**src/rtl/plot_arb_pkg.sv**
```systemverilog
// plot_arb_pkg: shared widths, FSM state encoding and a constant clog2 helper
// for the framebuffer write-port arbiter.
package plot_arb_pkg;

    localparam int NUM_REQ_DEF   = 4;
    localparam int X_W_DEF       = 8;
    localparam int Y_W_DEF       = 7;
    localparam int COL_W_DEF     = 3;
    localparam int MAX_BURST_DEF = 16;

    typedef enum logic [1:0] {
        S_IDLE    = 2'd0,
        S_OWN     = 2'd1,
        S_RELEASE = 2'd2
    } state_t;

    // ceil(log2(value)); used for pointer and burst counter widths
    function automatic int clog2(input int value);
        int result;
        result = 0;
        for (int i = 0; i < 31; i++) begin
            if ((32'sd1 <<< i) < value) begin
                result = i + 1;
            end else begin
                result = result;
            end
        end
        return result;
    endfunction

endpackage

```
**src/rtl/plot_arbiter_chk.sv**
```systemverilog
// plot_arbiter_chk: simulation checker for the arbiter grant vector.
module plot_arbiter_chk #(
    parameter int NUM_REQ = 4
) (
    input logic               i_clock,
    input logic               i_reset,
    input logic [NUM_REQ-1:0] i_grant
);

    // grant must never name more than one owner
    a_grant_onehot0: assert property (@(posedge i_clock) disable iff (!i_reset) $onehot0(i_grant));

endmodule

```
**src/rtl/rr_picker.sv**
```systemverilog
// rr_picker: combinational round-robin selector. Returns a one-hot pick of
// the first requesting index at or after i_rr_ptr, wrapping at NUM_REQ-1.
module rr_picker #(
    parameter int NUM_REQ = 4,
    parameter int PTR_W   = 2
) (
    input  logic [NUM_REQ-1:0] i_req,
    input  logic [PTR_W-1:0]   i_rr_ptr,
    output logic [NUM_REQ-1:0] o_pick,
    output logic               o_valid
);

    logic [PTR_W:0]   w_sum;
    logic [PTR_W-1:0] w_idx;

    // scan from the highest offset down so the closest requester to the pointer wins
    always_comb begin
        o_pick  = '0;
        o_valid = |i_req;
        w_sum   = '0;
        w_idx   = '0;
        for (int i = NUM_REQ - 1; i >= 0; i--) begin
            w_sum = {1'b0, i_rr_ptr} + (PTR_W + 1)'(i);
            if (w_sum >= (PTR_W + 1)'(NUM_REQ)) begin
                w_sum = w_sum - (PTR_W + 1)'(NUM_REQ);
            end else begin
                w_sum = w_sum;
            end
            w_idx = w_sum[PTR_W-1:0];
            if (i_req[w_idx]) begin
                o_pick        = '0;
                o_pick[w_idx] = 1'b1;
            end else begin
                o_pick = o_pick;
            end
        end
    end

endmodule

```
**src/rtl/plot_arbiter.sv**
```systemverilog
// plot_arbiter: shares the vga_adapter write port between NUM_REQ pixel
// producers using round-robin arbitration with burst ownership.
// Optional macro PLOT_ARB_PRIORITY_EN: requester 0 (eraser) wins every idle
// arbitration and does not advance the round-robin pointer.
module plot_arbiter
    import plot_arb_pkg::*;
#(
    parameter int NUM_REQ   = NUM_REQ_DEF,
    parameter int X_W       = X_W_DEF,
    parameter int Y_W       = Y_W_DEF,
    parameter int COL_W     = COL_W_DEF,
    parameter int MAX_BURST = MAX_BURST_DEF
) (
    input  logic                     clock,
    input  logic                     reset,
    input  logic [NUM_REQ-1:0]       req,
    input  logic [NUM_REQ-1:0]       last,
    input  logic [NUM_REQ*X_W-1:0]   x_in,
    input  logic [NUM_REQ*Y_W-1:0]   y_in,
    input  logic [NUM_REQ*COL_W-1:0] colour_in,
    output logic [NUM_REQ-1:0]       grant,
    output logic [NUM_REQ-1:0]       ack,
    output logic [X_W-1:0]           x_out,
    output logic [Y_W-1:0]           y_out,
    output logic [COL_W-1:0]         colour_out,
    output logic                     plot_out,
    output logic                     busy
);

    localparam int PTR_W = clog2(NUM_REQ);
    localparam int CNT_W = clog2(MAX_BURST + 1);

    state_t             r_state, w_state_nxt;
    logic [NUM_REQ-1:0] r_grant, w_grant_nxt;
    logic [PTR_W-1:0]   r_rr_ptr, w_rr_ptr_nxt;
    logic [CNT_W-1:0]   r_count, w_count_nxt;
    logic               r_stall, w_stall_nxt;
    logic [X_W-1:0]     r_x_out;
    logic [Y_W-1:0]     r_y_out;
    logic [COL_W-1:0]   r_col_out;
    logic               r_plot;

    logic [NUM_REQ-1:0] w_pick, w_sel, w_ack;
    logic               w_valid, w_owner_req, w_last_any, w_hit_max, w_release, w_skip_ptr;
    logic [PTR_W-1:0]   w_owner_idx, w_ptr_after;
    logic [X_W-1:0]     w_x_sel;
    logic [Y_W-1:0]     w_y_sel;
    logic [COL_W-1:0]   w_col_sel;

    rr_picker #(
        .NUM_REQ (NUM_REQ),
        .PTR_W   (PTR_W)
    ) u_picker (
        .i_req    (req),
        .i_rr_ptr (r_rr_ptr),
        .o_pick   (w_pick),
        .o_valid  (w_valid)
    );

`ifdef PLOT_ARB_PRIORITY_EN
    assign w_sel      = req[0] ? NUM_REQ'(1) : w_pick;
    assign w_skip_ptr = r_grant[0];
`else
    assign w_sel      = w_pick;
    assign w_skip_ptr = 1'b0;
`endif

    // grant is only non-zero in S_OWN, so ack is naturally limited to ownership
    assign w_ack       = r_grant & req;
    assign w_owner_req = |w_ack;
    assign w_last_any  = |(w_ack & last);
    assign w_hit_max   = w_owner_req && (r_count == CNT_W'(MAX_BURST - 1));
    assign w_release   = (w_owner_req && (w_last_any || w_hit_max)) || (!w_owner_req && r_stall);
    assign w_ptr_after = (w_owner_idx == PTR_W'(NUM_REQ - 1)) ? '0 : w_owner_idx + PTR_W'(1);

    // and-or mux of the owner's pixel slices and its index
    always_comb begin
        w_owner_idx = '0;
        w_x_sel     = '0;
        w_y_sel     = '0;
        w_col_sel   = '0;
        for (int i = 0; i < NUM_REQ; i++) begin
            w_owner_idx = w_owner_idx | (r_grant[i] ? PTR_W'(i) : '0);
            w_x_sel     = w_x_sel   | ({X_W{r_grant[i]}}   & x_in[i*X_W +: X_W]);
            w_y_sel     = w_y_sel   | ({Y_W{r_grant[i]}}   & y_in[i*Y_W +: Y_W]);
            w_col_sel   = w_col_sel | ({COL_W{r_grant[i]}} & colour_in[i*COL_W +: COL_W]);
        end
    end

    // next-state logic: arbitrate in idle, count/stall/release in own, one dead cycle after
    always_comb begin
        w_state_nxt  = r_state;
        w_grant_nxt  = r_grant;
        w_rr_ptr_nxt = r_rr_ptr;
        w_count_nxt  = r_count;
        w_stall_nxt  = r_stall;
        case (r_state)
            S_IDLE: begin
                if (w_valid) begin
                    w_state_nxt = S_OWN;
                    w_grant_nxt = w_sel;
                    w_count_nxt = '0;
                    w_stall_nxt = 1'b0;
                end else begin
                    w_grant_nxt = '0;
                end
            end
            S_OWN: begin
                if (w_release) begin
                    w_state_nxt  = S_RELEASE;
                    w_grant_nxt  = '0;
                    w_count_nxt  = '0;
                    w_stall_nxt  = 1'b0;
                    w_rr_ptr_nxt = w_skip_ptr ? r_rr_ptr : w_ptr_after;
                end else if (w_owner_req) begin
                    w_count_nxt = r_count + CNT_W'(1);
                    w_stall_nxt = 1'b0;
                end else begin
                    w_stall_nxt = 1'b1;
                end
            end
            S_RELEASE: begin
                w_state_nxt = S_IDLE;
                w_grant_nxt = '0;
            end
            default: begin
                w_state_nxt = S_IDLE;
                w_grant_nxt = '0;
            end
        endcase
    end

    // state and arbitration registers
    always_ff @(posedge clock) begin
        if (!reset) begin
            r_state  <= S_IDLE;
            r_grant  <= '0;
            r_rr_ptr <= '0;
            r_count  <= '0;
            r_stall  <= 1'b0;
        end else begin
            r_state  <= w_state_nxt;
            r_grant  <= w_grant_nxt;
            r_rr_ptr <= w_rr_ptr_nxt;
            r_count  <= w_count_nxt;
            r_stall  <= w_stall_nxt;
        end
    end

    // pixel output registers: capture the acked pixel, write one cycle later
    always_ff @(posedge clock) begin
        if (!reset) begin
            r_x_out   <= '0;
            r_y_out   <= '0;
            r_col_out <= '0;
            r_plot    <= 1'b0;
        end else begin
            r_plot <= w_owner_req;
            if (w_owner_req) begin
                r_x_out   <= w_x_sel;
                r_y_out   <= w_y_sel;
                r_col_out <= w_col_sel;
            end
        end
    end

    assign grant      = r_grant;
    assign ack        = w_ack;
    assign x_out      = r_x_out;
    assign y_out      = r_y_out;
    assign colour_out = r_col_out;
    assign plot_out   = r_plot;
    assign busy       = (r_state != S_IDLE);

    plot_arbiter_chk #(
        .NUM_REQ (NUM_REQ)
    ) u_chk (
        .i_clock (clock),
        .i_reset (reset),
        .i_grant (r_grant)
    );

endmodule

```
**config.mk**
```make
export PLATFORM = sky130hd
export DESIGN_NAME = plot_arbiter
export DESIGN_NICKNAME = d
export VERILOG_FILES = /design/src/rtl/plot_arb_pkg.sv /design/src/rtl/plot_arbiter_chk.sv /design/src/rtl/rr_picker.sv /design/src/rtl/plot_arbiter.sv
export SDC_FILE = /design/constraint.sdc
export NUM_CORES = 1
export LEC_CHECK = 0
export ABC_AREA = 0
export CAP_MARGIN = 0
export CORE_MARGIN = 2
export CORE_UTILIZATION = 30
export CTS_CLUSTER_DIAMETER = 50
export CTS_CLUSTER_SIZE = 20
export DETAILED_ROUTE_END_ITERATION = 8
export HOLD_SLACK_MARGIN = 0.03
export PLACE_DENSITY = 0.76
export SLEW_MARGIN = 0
export SYNTH_ARGS = -nofsm -noshare
export SYNTH_HDL_FRONTEND = slang
export SYNTH_SLANG_ARGS = --single-unit
```
**constraint.sdc**
```tcl
create_clock -name clock -period 3 [get_ports clock]
set_input_delay 0.3 -clock clock [delete_from_list [all_inputs] [get_ports clock]]
set_output_delay 0.3 -clock clock [all_outputs]
set_load 0.005 [all_outputs]
```
-- Yosys cells after proc, flatten, opt, wreduce, memory -nomap -nowiden
Index checks and enable logic that the tools add are counted.
- bits in registers: 33
- bits in latches: 0
- bits in writable memories: 0
- ROM bits: 0
- output and inout bits: 28
- memories kept: 0
- add/subtract/negate cells: 9
- multipliers: 0
- div/mod/pow operators: 0
- $lt $le $gt $ge: 12
- eq/ne operators: 6
- shift-type cells: 0
- muxes and demuxes: 42
- bitwise gates (word level): 25
- reduce and logical (&&, ||, !) cells: 20
- operators by type and width (cell ; count):
    bitwise AND 8 bit ; 4
    bitwise AND 7 bit ; 4
    two-way mux 4 bit ; 6
    OR 8 bit ; 3
    OR 7 bit ; 3
    two-way mux 2 bit ; 9
    two-way mux 5 bit ; 3
    bitwise AND 3 bit ; 4
    less-than comparator 2 x 3 -> 1 bit (second input constant) ; 4
    two-way mux 1 bit ; 12
    OR reduction 4 bit ; 3
    case mux 5 bit (2 select lines) ; 1
    greater-or-equal comparator 3 bit (second input constant) ; 3
    OR 3 bit ; 3
    bitwise AND 4 bit ; 2
    binary-select mux 1 bit (select 2 bit) ; 4
    demux 1 bit (select 2 bit) ; 4
    greater-or-equal comparator 2 x 1 -> 1 bit (second input constant) ; 4
    case mux 4 bit (2 select lines) ; 1
    subtractor 2 x 1 -> 2 bit (second input constant) ; 4
    logical AND 1 bit ; 7
    adder 2 x 2 -> 3 bit (second input constant) ; 2
    AND reduction 2 bit ; 3
    adder 5 x 1 -> 5 bit (second input constant) ; 1
    other kinds (18) ; 20

-- Depth between registers and ports, before layout
- word-level depth: 13
- depth in mapped cells: 8
- depth with buffers taken out: 8

-- By module
Synthesis repeated with hierarchy kept, for this count alone.
- cells, all modules: 235
- area total of the unflattened synthesis: 2068.2 um^2
- by module, submodules not included (module ; instances ; cells an instance ; area an instance (um^2)):
    plot_arbiter ; 1 ; 187 ; 1649.1
    rr_picker ; 1 ; 48 ; 419.2

-- Worst setup path before layout
No wires, ideal clock.
- path kind: reg-to-reg
- start: register r_rr_ptr[0]
- end: register r_grant[0], in the netlist grant[0]
- library setup time: 62 ps
- arrival: 2240 ps
- required time: 2938 ps
- slack: 698 ps
- stages on the path, launching flop included: 7
- buffers on the path: 0
- period minus slack after synthesis: 2302 ps
- cells stage by stage: dfxtp_1 > inv_1 > ha_1 > or3b_2 > a311oi_1 > a211o_1 > a32o_1
- longest elaborated chain between the ends: 13
- elaborated cells on any way between the ends: 49
- classes of those cells: 7 x add/sub; 12 x order compare; 26 x mux; 4 x reduce/logical
- ends and longest elaborated chain (what ; line ; source):
    start, declared ; plot_arbiter.sv:35 ; logic [PTR_W-1:0] r_rr_ptr, w_rr_ptr_nxt;
    start signal, assigned ; plot_arbiter.sv:144 ; r_rr_ptr <= w_rr_ptr_nxt;
    adder 2 x 2 -> 3 bit ; rr_picker.sv:23 ; w_sum = {1'b0, i_rr_ptr} + (PTR_W + 1)'(i);
    greater-or-equal comparator 3 bit / subtractor 2 x 1 -> 2 bit (equally long branches) ; rr_picker.sv:24, rr_picker.sv:25 ;
    two-way mux 2 bit ; rr_picker.sv:24 ; if (w_sum >= (PTR_W + 1)'(NUM_REQ)) begin
    less-than comparator 2 x 3 -> 1 bit (not written as such) / greater-or-equal comparator 2 x 1 -> 1 bit (equally long branches) ; rr_picker.sv:32 ; o_pick[w_idx] = 1'b1;
    logical AND 1 bit (not written as such) ; rr_picker.sv:32 ;
    two-way mux 1 bit (not written as such) ; rr_picker.sv:32 ;
    demux 1 bit (select 2 bit) ; -- ;
    two-way mux 4 bit (3 in a row) ; rr_picker.sv:30 ; if (i_req[w_idx]) begin
    two-way mux 4 bit (*) ; rr_picker.sv:30 ;
    two-way mux 4 bit (*) ; plot_arbiter.sv:99 ; if (w_valid) begin
    case mux 4 bit (2 select lines) (*) ; plot_arbiter.sv:97 ; case (r_state)
    end signal, assigned ; plot_arbiter.sv:143 ; r_grant <= w_grant_nxt;
    end, declared ; plot_arbiter.sv:34 ; logic [NUM_REQ-1:0] r_grant, w_grant_nxt;
Mark *: on every way between the ends. The rest lies on a longest branch, timed or not. The select of a mux whose other input is x is not followed.
A chain may end at the register's enable or synchronous reset.

-- Final worst setup path
- start: register r_rr_ptr[1]
- end: register r_grant[0], in the netlist grant[0]
Same word-level chain as after synthesis.

==> out/metrics.cfg <==
[status]
outcome=finished, final reports clean

[route]
drt-initial-drc-count=107
viasPerCell=5.30
detail-route-antenna-nets=0
drt_pass1_iterations=4
wl_per_cell_um=15.4
vias=2289
drt_wl_total_um=6640
drc=0

[placed_design]
port_buffers=109
post-place-ws_ns=0.279
dp.final_hpwl_um=4860
gp_congestion=0.825

[min_path]
hold_depth=2
hold_path.class=register to register
holdCritStartpoint=r_count[4]
hold_end=r_count[4]

[clock_network]
cts_made_buffers=5
ctsLongestPathBuffers=2
cts-root-buf=clkbuf_8
cts_resized=0
cts_max_level=2
cts_tree=yes
ctsHoldBuffers=0
clock_sinks=33
worstSkewPairLatency_ns=0.28
path_clk_slew_ns=0.07
postCtsSetupBuffers=0

[power]
cellLeakagePower_nw=1.19
power.share.switching_pct=35.4
power_density_nw_per_um2=567
p_sw_uw=650
seqPwrFrac_pct=32.3
p_int_mw=1.19
clockPowerShare_pct=17.3
pwr-share-comb_pct=50.4
vdd_drop_max_v=0.000268

[grt]
grt_pass1_wl_um=10800
overflow=0
grt_pass1_vias=2289
grt_max_degree=37
antenna_found_initial=0
grt_usage_pct=18.5

[timing]
setup_ws_ns=0.399
hold_viol=0
min_period_over_period_pct=86.7
rsz0062_at_grt=false
max_freq_mhz=384
finalSetupViolCount=0
maxSlewViolCount=0
period_needed_ns=2.60
setup_tns_ns=0
tightest_slew_ns=0.645
skew_ns=0.00292
relSlewSlack_pct=56.7

[finish]
fillers=621
antennaDiodeCount=0
syn2layout_area_growth_pct=65.1
drive_above_1_share_pct=5.35
nNetsFinal=446

[critical_path]
rrSetupSlack_ns=0.40
worst-endpoint-required_ns=3.23
critPathKind=register to register
start_kind=register
crit_buf_inv=1
crit_slowest_cell=a311oi_1
crit_fanout=8
r2r_end=grant[0]
endpoint_kind=register
ff2ff_path_depth=6
crit_chain=inv_1 > ha_1 > or3b_2 > a311oi_1 > a211o_1 > a32o_1
cp_top_family=compound AO/OA/AOI/OAI gates
cp.arrival_ns=2.83
regToRegStartpoint=r_rr_ptr[1]
cpPeakStageDelay_ns=0.60

[yosys]
synth-seq-cells=33
netlist_area_um2=1960
yosysMostFrequentCell=a22oi_1
yosysWarnings=0
netlist_instances=244
synthTopCellsByArea=dfxtp_1, a22oi_1, ha_1
synthTopCellsByCount=a22oi_1, dfxtp_1, nand3_1, o21ai_0, nor2_1
synth-seq-area-share_pct=33.7
synth_nets=336
synth_edf_count=0
avgSynthCellArea_um2=8.04
yosys.area.top_type_share_pct=33.7
yosysUniqueCellTypes=36
synthFlopType=dfxtp_1
yosysTopAreaCell=dfxtp_1
ys_async_sr_fraction_pct=0

[flow_run]
max-cap-violations=0

[die]
fp.coreArea_um2=6350
boundaryPins=110
die_w_um=84.9
rows=29
die_y_um=84.9
initial_core_util_pct=30.9
dieArea_um2=7200

## power groups by stage
stage | logic [mW] | registers, mW | clock network (mW)
3_5_place_dp | 0.925 | 0.600 | 0
2_1_floorplan | 0.458 | 0.612 | 0
4_1_cts | 0.928 | 0.593 | 0.327
6_report | 0.924 | 0.593 | 0.318
3_3_place_gp | 0.909 | 0.597 | 0
5_1_grt | 1.02 | 0.605 | 0.345
## how the worst max path moves through the flow
stage	slack, ns	endpoint	startpoint	cells past startpoint
after floorplan	0.70	grant[0]	r_rr_ptr[0]	6
after global placement	0.38	grant[0]	req[3]	7
after detailed placement	0.28	grant[0]	req[3]	7
after CTS	0.43	grant[0]	r_rr_ptr[1]	6
after global routing	0.21	grant[0]	r_rr_ptr[1]	6
final	0.40	grant[0]	r_rr_ptr[1]	6
## routing by layer
layer | GRT usage (%) | vias up | share of wire (%)
li1 | - | 1129 | -
met4 | 5.34 | 0 | 1.5
met5 | 0 | - | 0
met3 | 5.84 | 13 | 6.6
met2 | 33.4 | 86 | 49
met1 | 21.0 | 1061 | 43
## cells by family (layout without fill, tap and decap cells)
group           Yosys count  count (layout)  share of synthesized area (%)
xor+xnor                  1               1                          0.447
simple gates             85              85                           21.1
buf+inv                  25             136                           4.85
fa+ha+maj                10              10                           6.38
flops                    33              33                           33.7
mux                       4               4                           3.95
compound gates           86              86                           29.6
## cells in the final DEF (no fill, tap or decap), types with 4 or more instances in the layout
cell,count
clkbuf_8,5
ha_1,10
clkdlybuf4s50_1,109
nand2_1,17
a32o_1,4
nor2_1,22
a21oi_1,12
a22oi_1,36
o21ai_0,23
buf_4,9
inv_1,10
a211o_1,4
dfxtp_1,33
nand3_1,23
## area by class of cell
| cell class | count | area (µm²) | share of cell area, % |
|---|---|---|---|
| clock buffers | 8 | 80.1 | 2.47 |
| inverters | 10 | 37.5 | 1.16 |
| multi-input cells | 186 | 1210 | 37.2 |
| flip-flops and latches | 33 | 661 | 20.4 |
| well taps | 77 | 96.3 | 2.97 |
| repair buffers | 118 | 1160 | 35.8 |
## tightest hold or removal path, delay by kind of cell, from the launching register on
family | cells | cell delay [ns]
AOI/OAI and AO/OA | 1 | 0.05
DFF | 1 | 0.31
and+or+nand+nor | 1 | 0.05
## flip-flops by register name, indices dropped and copies added, names as in the netlist
name	flops
plot_out	1
y_out	7
r_state	2
r_stall	1
colour_out	3
x_out	8
r_count	5
grant	4
r_rr_ptr	2
## per-stage QoR
step | utilization [%] | std cells | power, mW | cell area (µm²) | hold slack, ns
after floorplan | - | 244 | 1.07 | 1960 | 0.432
after global placement | 49.8 | 424 | 1.51 | 3160 | 0.439
after detailed placement | 49.8 | 424 | 1.52 | 3160 | 0.444
after CTS | 51.0 | 432 | 1.85 | 3240 | 0.452
after global routing | 51.0 | 432 | 1.97 | 3240 | 0.495
final | 51.0 | 432 | 1.84 | 3240 | 0.453
No activity file was read; power rests on OpenSTA's default activity.
